## src/rtl/monster_spawner.sv

```systemverilog
// Frame-rate monster spawn scheduler: accumulates scroll distance, pulses gene, tracks appear, cools down.
// Define MONSTER_RANDOM_X_EN to draw spawn_x from a 10-bit LFSR instead of the fixed position.
module monster_spawner #(
    parameter logic [15:0] SPAWN_DIST     = 16'd600,
    parameter logic [7:0]  COOLDOWN       = 8'd60,
    parameter logic [9:0]  X_MIN          = 10'd170,
    parameter logic [9:0]  X_MAX          = 10'd469,
    parameter logic [9:0]  MONSTER_SIZE   = 10'd39,
    parameter logic [9:0]  SPAWN_X_FIXED  = 10'd200,
    parameter logic [9:0]  SPAWN_Y        = 10'd40,
    parameter logic [1:0]  APPEAR_TIMEOUT = 2'd3
) (
    input  logic       frame_clk,
    input  logic       Reset,
    input  logic       game_active,
    input  logic [9:0] scroll_dist,
    input  logic       appear,
    output logic       gene,
    output logic [9:0] spawn_x,
    output logic [9:0] spawn_y,
    output logic [7:0] spawn_count,
    output logic       busy
);

    localparam logic [2:0] ST_IDLE        = 3'd0;
    localparam logic [2:0] ST_ACCUM       = 3'd1;
    localparam logic [2:0] ST_ISSUE       = 3'd2;
    localparam logic [2:0] ST_WAIT_APPEAR = 3'd3;
    localparam logic [2:0] ST_LIVE        = 3'd4;
    localparam logic [2:0] ST_COOLDOWN    = 3'd5;

    localparam logic [9:0] X_HI = X_MAX - MONSTER_SIZE;

    logic [2:0]  state_q, state_d;
    logic [15:0] acc_q, acc_d;
    logic [1:0]  tmo_q, tmo_d;
    logic [7:0]  cd_q, cd_d;
    logic [9:0]  spawn_x_q, spawn_x_d;
    logic [7:0]  count_q, count_d;

    logic [16:0] acc_sum;
    logic [15:0] acc_sat;
    logic [9:0]  next_x;

`ifdef MONSTER_RANDOM_X_EN
    logic [9:0] lfsr_q;
    logic [9:0] rand_x;

    // Free-running x^10+x^7+1 LFSR; it advances in every state so spawn positions decorrelate from timing.
    always_ff @(posedge frame_clk or posedge Reset) begin
        if (Reset) begin
            lfsr_q <= 10'h1A5;
        end else begin
            lfsr_q <= {lfsr_q[8:0], lfsr_q[9] ^ lfsr_q[6]};
        end
    end

    assign rand_x = X_MIN + {2'b00, lfsr_q[7:0]};
    assign next_x = (rand_x > X_HI) ? X_HI : rand_x;
`else
    // An overridden fixed position is still kept on the playfield.
    assign next_x = (SPAWN_X_FIXED < X_MIN) ? X_MIN :
                    (SPAWN_X_FIXED > X_HI)  ? X_HI  : SPAWN_X_FIXED;
`endif

    assign acc_sum = {1'b0, acc_q} + {7'b0, scroll_dist};
    assign acc_sat = acc_sum[16] ? 16'hFFFF : acc_sum[15:0];

    always_comb begin
        // NOTE: every next-state signal gets a default first so no path through the case infers a latch.
        state_d   = state_q;
        acc_d     = acc_q;
        tmo_d     = tmo_q;
        cd_d      = cd_q;
        spawn_x_d = spawn_x_q;
        count_d   = count_q;

        if (!game_active) begin
            state_d = ST_IDLE;
            acc_d   = 16'd0;
            tmo_d   = 2'd0;
            cd_d    = 8'd0;
        end else begin
            case (state_q)
                ST_IDLE: begin
                    acc_d   = 16'd0;
                    state_d = ST_ACCUM;
                end
                ST_ACCUM: begin
                    if (acc_q >= SPAWN_DIST) begin
                        state_d   = ST_ISSUE;
                        spawn_x_d = next_x;
                        count_d   = count_q + 8'd1;
                    end else begin
                        acc_d = acc_sat;
                    end
                end
                ST_ISSUE: begin
                    acc_d   = 16'd0;
                    tmo_d   = APPEAR_TIMEOUT;
                    state_d = ST_WAIT_APPEAR;
                end
                ST_WAIT_APPEAR: begin
                    if (appear) begin
                        tmo_d   = 2'd0;
                        state_d = ST_LIVE;
                    end else if (tmo_q <= 2'd1) begin
                        // Lost spawn: the monster never showed, so back off exactly as if it had died.
                        tmo_d   = 2'd0;
                        cd_d    = COOLDOWN;
                        state_d = ST_COOLDOWN;
                    end else begin
                        tmo_d = tmo_q - 2'd1;
                    end
                end
                ST_LIVE: begin
                    if (!appear) begin
                        cd_d    = COOLDOWN;
                        state_d = ST_COOLDOWN;
                    end
                end
                ST_COOLDOWN: begin
                    acc_d = 16'd0;
                    if (cd_q == 8'd0) begin
                        state_d = ST_ACCUM;
                    end else begin
                        cd_d = cd_q - 8'd1;
                    end
                end
                default: begin
                    state_d = ST_IDLE;
                    acc_d   = 16'd0;
                end
            endcase
        end
    end

    // NOTE: sequential state uses non-blocking assignments so all registers update from the same pre-edge values.
    always_ff @(posedge frame_clk or posedge Reset) begin
        if (Reset) begin
            state_q   <= ST_IDLE;
            acc_q     <= 16'd0;
            tmo_q     <= 2'd0;
            cd_q      <= 8'd0;
            spawn_x_q <= SPAWN_X_FIXED;
            count_q   <= 8'd0;
        end else begin
            state_q   <= state_d;
            acc_q     <= acc_d;
            tmo_q     <= tmo_d;
            cd_q      <= cd_d;
            spawn_x_q <= spawn_x_d;
            count_q   <= count_d;
        end
    end

    // Moore outputs straight from the state register.
    assign gene        = (state_q == ST_ISSUE);
    assign busy        = (state_q == ST_ISSUE) || (state_q == ST_WAIT_APPEAR) || (state_q == ST_LIVE);
    assign spawn_x     = spawn_x_q;
    assign spawn_y     = SPAWN_Y;
    assign spawn_count = count_q;

endmodule

```

## config.mk

```make
export PLATFORM = sky130hd
export DESIGN_NAME = monster_spawner
export DESIGN_NICKNAME = d
export VERILOG_FILES = /design/src/rtl/monster_spawner.sv
export SDC_FILE = /design/constraint.sdc
export NUM_CORES = 1
export LEC_CHECK = 0
export CORE_MARGIN = 2
export CORE_UTILIZATION = 63
export DETAILED_ROUTE_END_ITERATION = 10
export DONT_BUFFER_PORTS = 1
export PLACE_DENSITY_LB_ADDON = 0.25
export SLEW_MARGIN = 20
export SYNTH_ARGS = -nofsm -noshare
export SYNTH_HDL_FRONTEND = slang
export SYNTH_SLANG_ARGS = --single-unit
```

## constraint.sdc

```tcl
create_clock -name frame_clk -period 2.3 [get_ports frame_clk]
set_clock_uncertainty 0.05 [all_clocks]
set_input_delay 0.46 -clock frame_clk [delete_from_list [all_inputs] [get_ports frame_clk]]
set_output_delay 0.46 -clock frame_clk [all_outputs]
set_load 0.01 [all_outputs]
```

; ---- After elaboration in Yosys (flattened, before gate mapping)
; Cells that the tools add are included.
[op_classes]
n_addsub = 4
magnitude_cmp = 2
n_eq_ne = 16
mux = 21
n_reduce_logical = 9
[op_table]
columns = op, n
row1 = two-way mux 16 bit, 3
row2 = two-way mux 8 bit, 5
row3 = one-hot mux 16 bit (2 select lines), 1
row4 = one-hot mux 8 bit (3 select lines), 1
row5 = "!= test 3 bit, second input constant", 7
row6 = two-way mux 3 bit, 6
row7 = one-hot mux 3 bit (6 select lines), 1
row8 = adder 16 x 10 -> 17 bit, 1
row9 = ">= comparator 16 x 10 -> 1 bit, second input constant", 1
row10 = "adder 8 x 1 -> 8 bit, second input constant", 1
row11 = logical NOT 8 bit, 1
row12 = "subtractor 8 x 1 -> 8 bit, second input constant", 1
row13 = "== test 3 x 2 -> 1 bit, second input constant", 2
row14 = "== test 3 bit, second input constant", 2
row15 = two-way mux 2 bit, 3
row16 = AND reduction 5 bit, 1
row17 = "!= test 4 x 1 -> 1 bit, second input constant", 1
row18 = "!= test 4 bit, second input constant", 1
row19 = one-hot mux 2 bit (2 select lines), 1
row20 = AND reduction 4 bit, 1
row21 = "== test 3 x 1 -> 1 bit, second input constant", 1
row22 = logical NOT 3 bit, 1
row23 = "!= test 3 x 1 -> 1 bit, second input constant", 1
row24 = AND reduction 3 bit, 1
row25 = 6 further kinds, 7
[word_totals]
regBits = 37
in_bits = 14
output_inout_bits = 30
elab_cells = 57

; ---- Logic depth before layout (Yosys ltp)
[depth]
depth_word = 5
ltp_mapped = 7
depth_no_buf = 7

; ---- Least setup slack after synthesis
; Ideal clock, no wire load.
[synth_timing]
path_type = input -> register
startpoint = input port scroll_dist[0]
endpoint = register acc_q[5]
setup_time_ns = 0.126
arrival_time_ns = 2.024
required_time_ns = 2.124
path_slack_ns = 0.099
path_stages = 7
n_path_buf = 0
cell_sequence = ha_1 > fa_1 > a21o_1 > a221oi_2 > o221ai_2 > a22oi_1 > o2bb2ai_1
[synth_via]
elab_chain_len = 5
[synth_rtl]
columns = element, line
row1 = "start, declared", 16  ; input logic [9:0] scroll_dist,
row2 = adder 16 x 10 -> 17 bit, 66  ; assign acc_sum = {1'b0, acc_q} + {7'b0, scroll_dist};
row3 = two-way mux 16 bit, 67  ; assign acc_sat = acc_sum[16] ? 16'hFFFF : acc_sum[15:0];
row4 = two-way mux 16 bit, 90  ; if (acc_q >= SPAWN_DIST) begin
row5 = one-hot mux 16 bit (2 select lines), 84  ; case (state_q)
row6 = two-way mux 16 bit, 78  ; if (!game_active) begin
row7 = "end signal, assigned", 142  ; acc_q <= 16'd0;
row8 = "end signal, assigned", 149  ; acc_q <= acc_d;
row9 = "end, declared", 35  ; logic [15:0] acc_q, acc_d;
; No other way between the ends. The select of a mux whose other input is x is not followed.
; A chain may end at the register's enable or synchronous reset.

; ---- Worst setup path after layout
[layout_timing]
startpoint = register acc_q[0]
endpoint = register acc_q[5]
[layout_via]
elab_chain_len = 5
word_cells_on_any_way = 8
cone_classes = add/sub: 1 / order compare: 1 / eq/ne: 1 / mux: 4 / reduce/logical: 1
[layout_rtl]
columns = element, line
row1 = adder 16 x 10 -> 17 bit, 66
row2 = two-way mux 16 bit, 67
row3 = two-way mux 16 bit, 90
row4 = one-hot mux 16 bit (2 select lines), 84
row5 = two-way mux 16 bit, 78
; Several ways; a longest one is shown, not always the timed one. The select of a mux whose other input is x is not followed.

==> flow_summary.toml <==
[run_status]
status = "finished clean"

[clock_network]
clock_tree.root_cell = "clkbuf_8"
htreeDepth = 2
cts_inserted_buffers = 5
cts_hold_buf = 0
clk_pin_slew_ns = 0.08
tritoncts = "done"
clk_path_buf_depth = 2
clock_sinks = 37
clock_latency_ns = 0.29

[final_layout]
stdcell_count = 314
finalNetCount = 293
layout-drive-gt1-share_pct = 10.2
syn2layout_area_growth_pct = 6.00
antenna_cells = 0

[logic_synthesis]
synth_area_sq_um = 2440
avgSynthCellArea_sq_um = 9.49
post-synth-top-count-cell = "dfrtp_1"
synth_top_area_cell = "dfrtp_1"
ys_types = 56
synth_top_area_share_pct = 38.0
synth_edf_count = 0
yosysWarnings = 0
ys_seq_area_share_pct = 38.0
synth_cells = 257
synthFlopType = "dfrtp_1"
async_flop_share_pct = 100
ys_seq_elements = 37
synth_top_cells_by_count = "dfrtp_1, nand2_1, buf_4"
synth_area_leaders = "dfrtp_1, ha_1, buf_4, nand2_1, xnor2_1"

[global_route]
antenna_found_initial = 0
grt-ovfl-total = 0
grt_pass1_wl_um = 7890
grt_pass1_vias = 1725
track_usage_pct = 23.7
grt_max_degree = 38

[die]
row_count = 22
start_util_pct = 66.1
fp.dieArea_sq_um = 4380
core-area_sq_um = 3690
io_pins = 44
die_x_um = 66.2
die_height_um = 66.2

[worst_setup_path]
cp_max_fo = 7
crit_arrival_ns = 2.34
r2r_slack_ns = 0.07
r2r_start = "acc_q[0]"
cp-start-kind = "register"
rr_endpoint = "acc_q[5]"
startpoint = "acc_q[0]"
r2r.worst_path.cells = 7
cp-endpoint = "acc_q[5]"
critPathKind = "reg -> reg"
end_kind = "register"
critPathRequiredTime_ns = 2.42

[drt]
ant_nets = 0
wire_per_inst_um = 15.4
drt_iter0_drc = 125
wirelength_um = 4830
viasPerCell = 5.99
first_pass_iters = 4
vias = 1880
drc = 0

[sta]
max_freq_mhz = 449
hold_viol = 0
final.period_utilization_pct = 96.8
setup_slack_ns = 0.0742
relSlewSlack_pct = 36.9
worst_slew_pin_slew_ns = 0.940
slew_viol_final = 0
setup_viol = 0
period_needed_ns = 2.23

[placed_design]
place_inst = 304
port_buffers = 0
gp_congestion = 0.884
pre_cts_ws_ns = -0.00408
dp_hpwl_um = 3490

[power]
power_density_nw_per_um2 = 745
cellLeakagePower_nw = 1.22
ir_drop_uv = 469

[min_path]
hold_path.class = "in -> async"

[flow_run]
max_cap_violations = 0
-- flip-flops by register name, summed over array words and instances, names as in the netlist --
| signal | cells |
|---|---|
| acc_q | 16 |
| tmo_q | 2 |
| state_q | 3 |
| spawn_count | 8 |
| cd_q | 8 |
-- critical path, cell delays in order (launching register included) --
cell	delay, ns
dfrtp_1	0.40
ha_1	0.22
fa_1	0.40
a21o_1	0.21
a221oi_4	0.32
o221ai_4	0.19
a22oi_1	0.23
o2bb2ai_1	0.08
-- worst min path at each step --
stage	to	slack (ns)	cells after the start
after floorplan	acc_q[0]	0.41	1
after global placement	acc_q[0]	0.43	1
after detailed placement	acc_q[2]	0.43	1
after CTS	state_q[2]	0.12	2
after global routing	spawn_count[7]	0.14	2
final	spawn_count[7]	0.11	2
-- routing by layer --
| metal | up-vias | GRT usage [%] | share of wire, % |
|---|---|---|---|
| met5 | - | 0 | 0 |
| met1 | 898 | 32.6 | 46 |
| met4 | 0 | 7.65 | 1.6 |
| met2 | 48 | 37.9 | 48 |
| met3 | 9 | 4.26 | 4.2 |
| li1 | 925 | - | - |
-- final cells by class --
class	count	area [sq um]
clock buffers	5	68.8
multi-input cells	206	1400
flip-flops and latches	37	926
inverters	8	30.0
well taps	48	60.1
fillers	291	1100
clock inverters	3	46.3
repair buffers	7	52.6
-- kinds of logic (layout without fill, tap and decap cells) --
logic type | after synthesis | in the layout | share of synthesized area, %
compound gates | 73 | 73 | 21.9
xor+xnor | 11 | 11 | 3.95
fa+ha+maj | 14 | 14 | 7.49
buf+inv | 32 | 23 | 8.26
flops | 37 | 37 | 38.0
mux | 4 | 4 | 1.69
other cells | 2 | 20 | 0.308
simple gates | 84 | 84 | 18.4
-- power breakdown --
group / internal, mW / switching [mW] / leakage, nW
sequential: 0.713 / 0.0741 / 0.509
combinational: 0.243 / 0.322 / 0.659
clock: 0.324 / 0.248 / 0.0543
total: 1.28 / 0.645 / 1.22
-- through the flow --
step	total power, mW	util (%)	TNS [ns]	hold slack, ns	cell area (sq um)
2_1_floorplan	1.23	-	0	0.410	2510
3_3_place_gp	1.31	65.9	0	0.432	2430
3_5_place_dp	1.33	65.9	-0.00408	0.433	2430
4_1_cts	1.90	69.1	0	0.117	2550
5_1_grt	2.04	70.1	-0.0410	0.140	2580
6_report	1.92	70.1	0	0.114	2580
-- what timing repair did --
item / CTS / global route
setup endpoints to repair: 0 / 7
buffers inserted: 0 / 2
hold endpoints to repair: 0 / 0
gates resized for setup: 0 / 2
-- cells in the final DEF (no fill, tap or decap), types with 2 or more instances in the layout --
| cell | netlist | layout |
|---|---|---|
| and2_1 | 6 | 6 |
| o21ai_0 | 11 | 11 |
| nor2_1 | 15 | 15 |
| o21a_1 | 2 | 2 |
| a21oi_1 | 14 | 14 |
| nor3_1 | 5 | 5 |
| inv_1 | 8 | 8 |
| xor2_1 | 2 | 2 |
| or3_1 | 2 | 2 |
| nand2_1 | 22 | 22 |
| mux2i_1 | 3 | 3 |
| o22ai_1 | 2 | 2 |
| nor2b_1 | 3 | 3 |
| and3_1 | 8 | 8 |
| a22o_1 | 2 | 2 |
| o311ai_0 | 2 | 2 |
| a22oi_1 | 2 | 2 |
| o31ai_1 | 2 | 2 |
| nand3_1 | 4 | 4 |
| buf_4 | 21 | 7 |
| a31oi_1 | 2 | 2 |
| nand4_1 | 8 | 8 |
| ha_1 | 13 | 13 |
| o211ai_1 | 3 | 3 |
| nand3b_1 | 2 | 2 |
| a21bo_2 | 2 | 2 |
| a211oi_1 | 5 | 5 |
| a21o_1 | 4 | 4 |
| clkbuf_8 | 0 | 5 |
| o2bb2ai_1 | 7 | 7 |
| dfrtp_1 | 37 | 37 |
| conb_1 | 2 | 20 |
| xnor2_1 | 9 | 9 |
| nand2b_1 | 3 | 3 |
No activity file was read; power rests on OpenSTA's default activity.
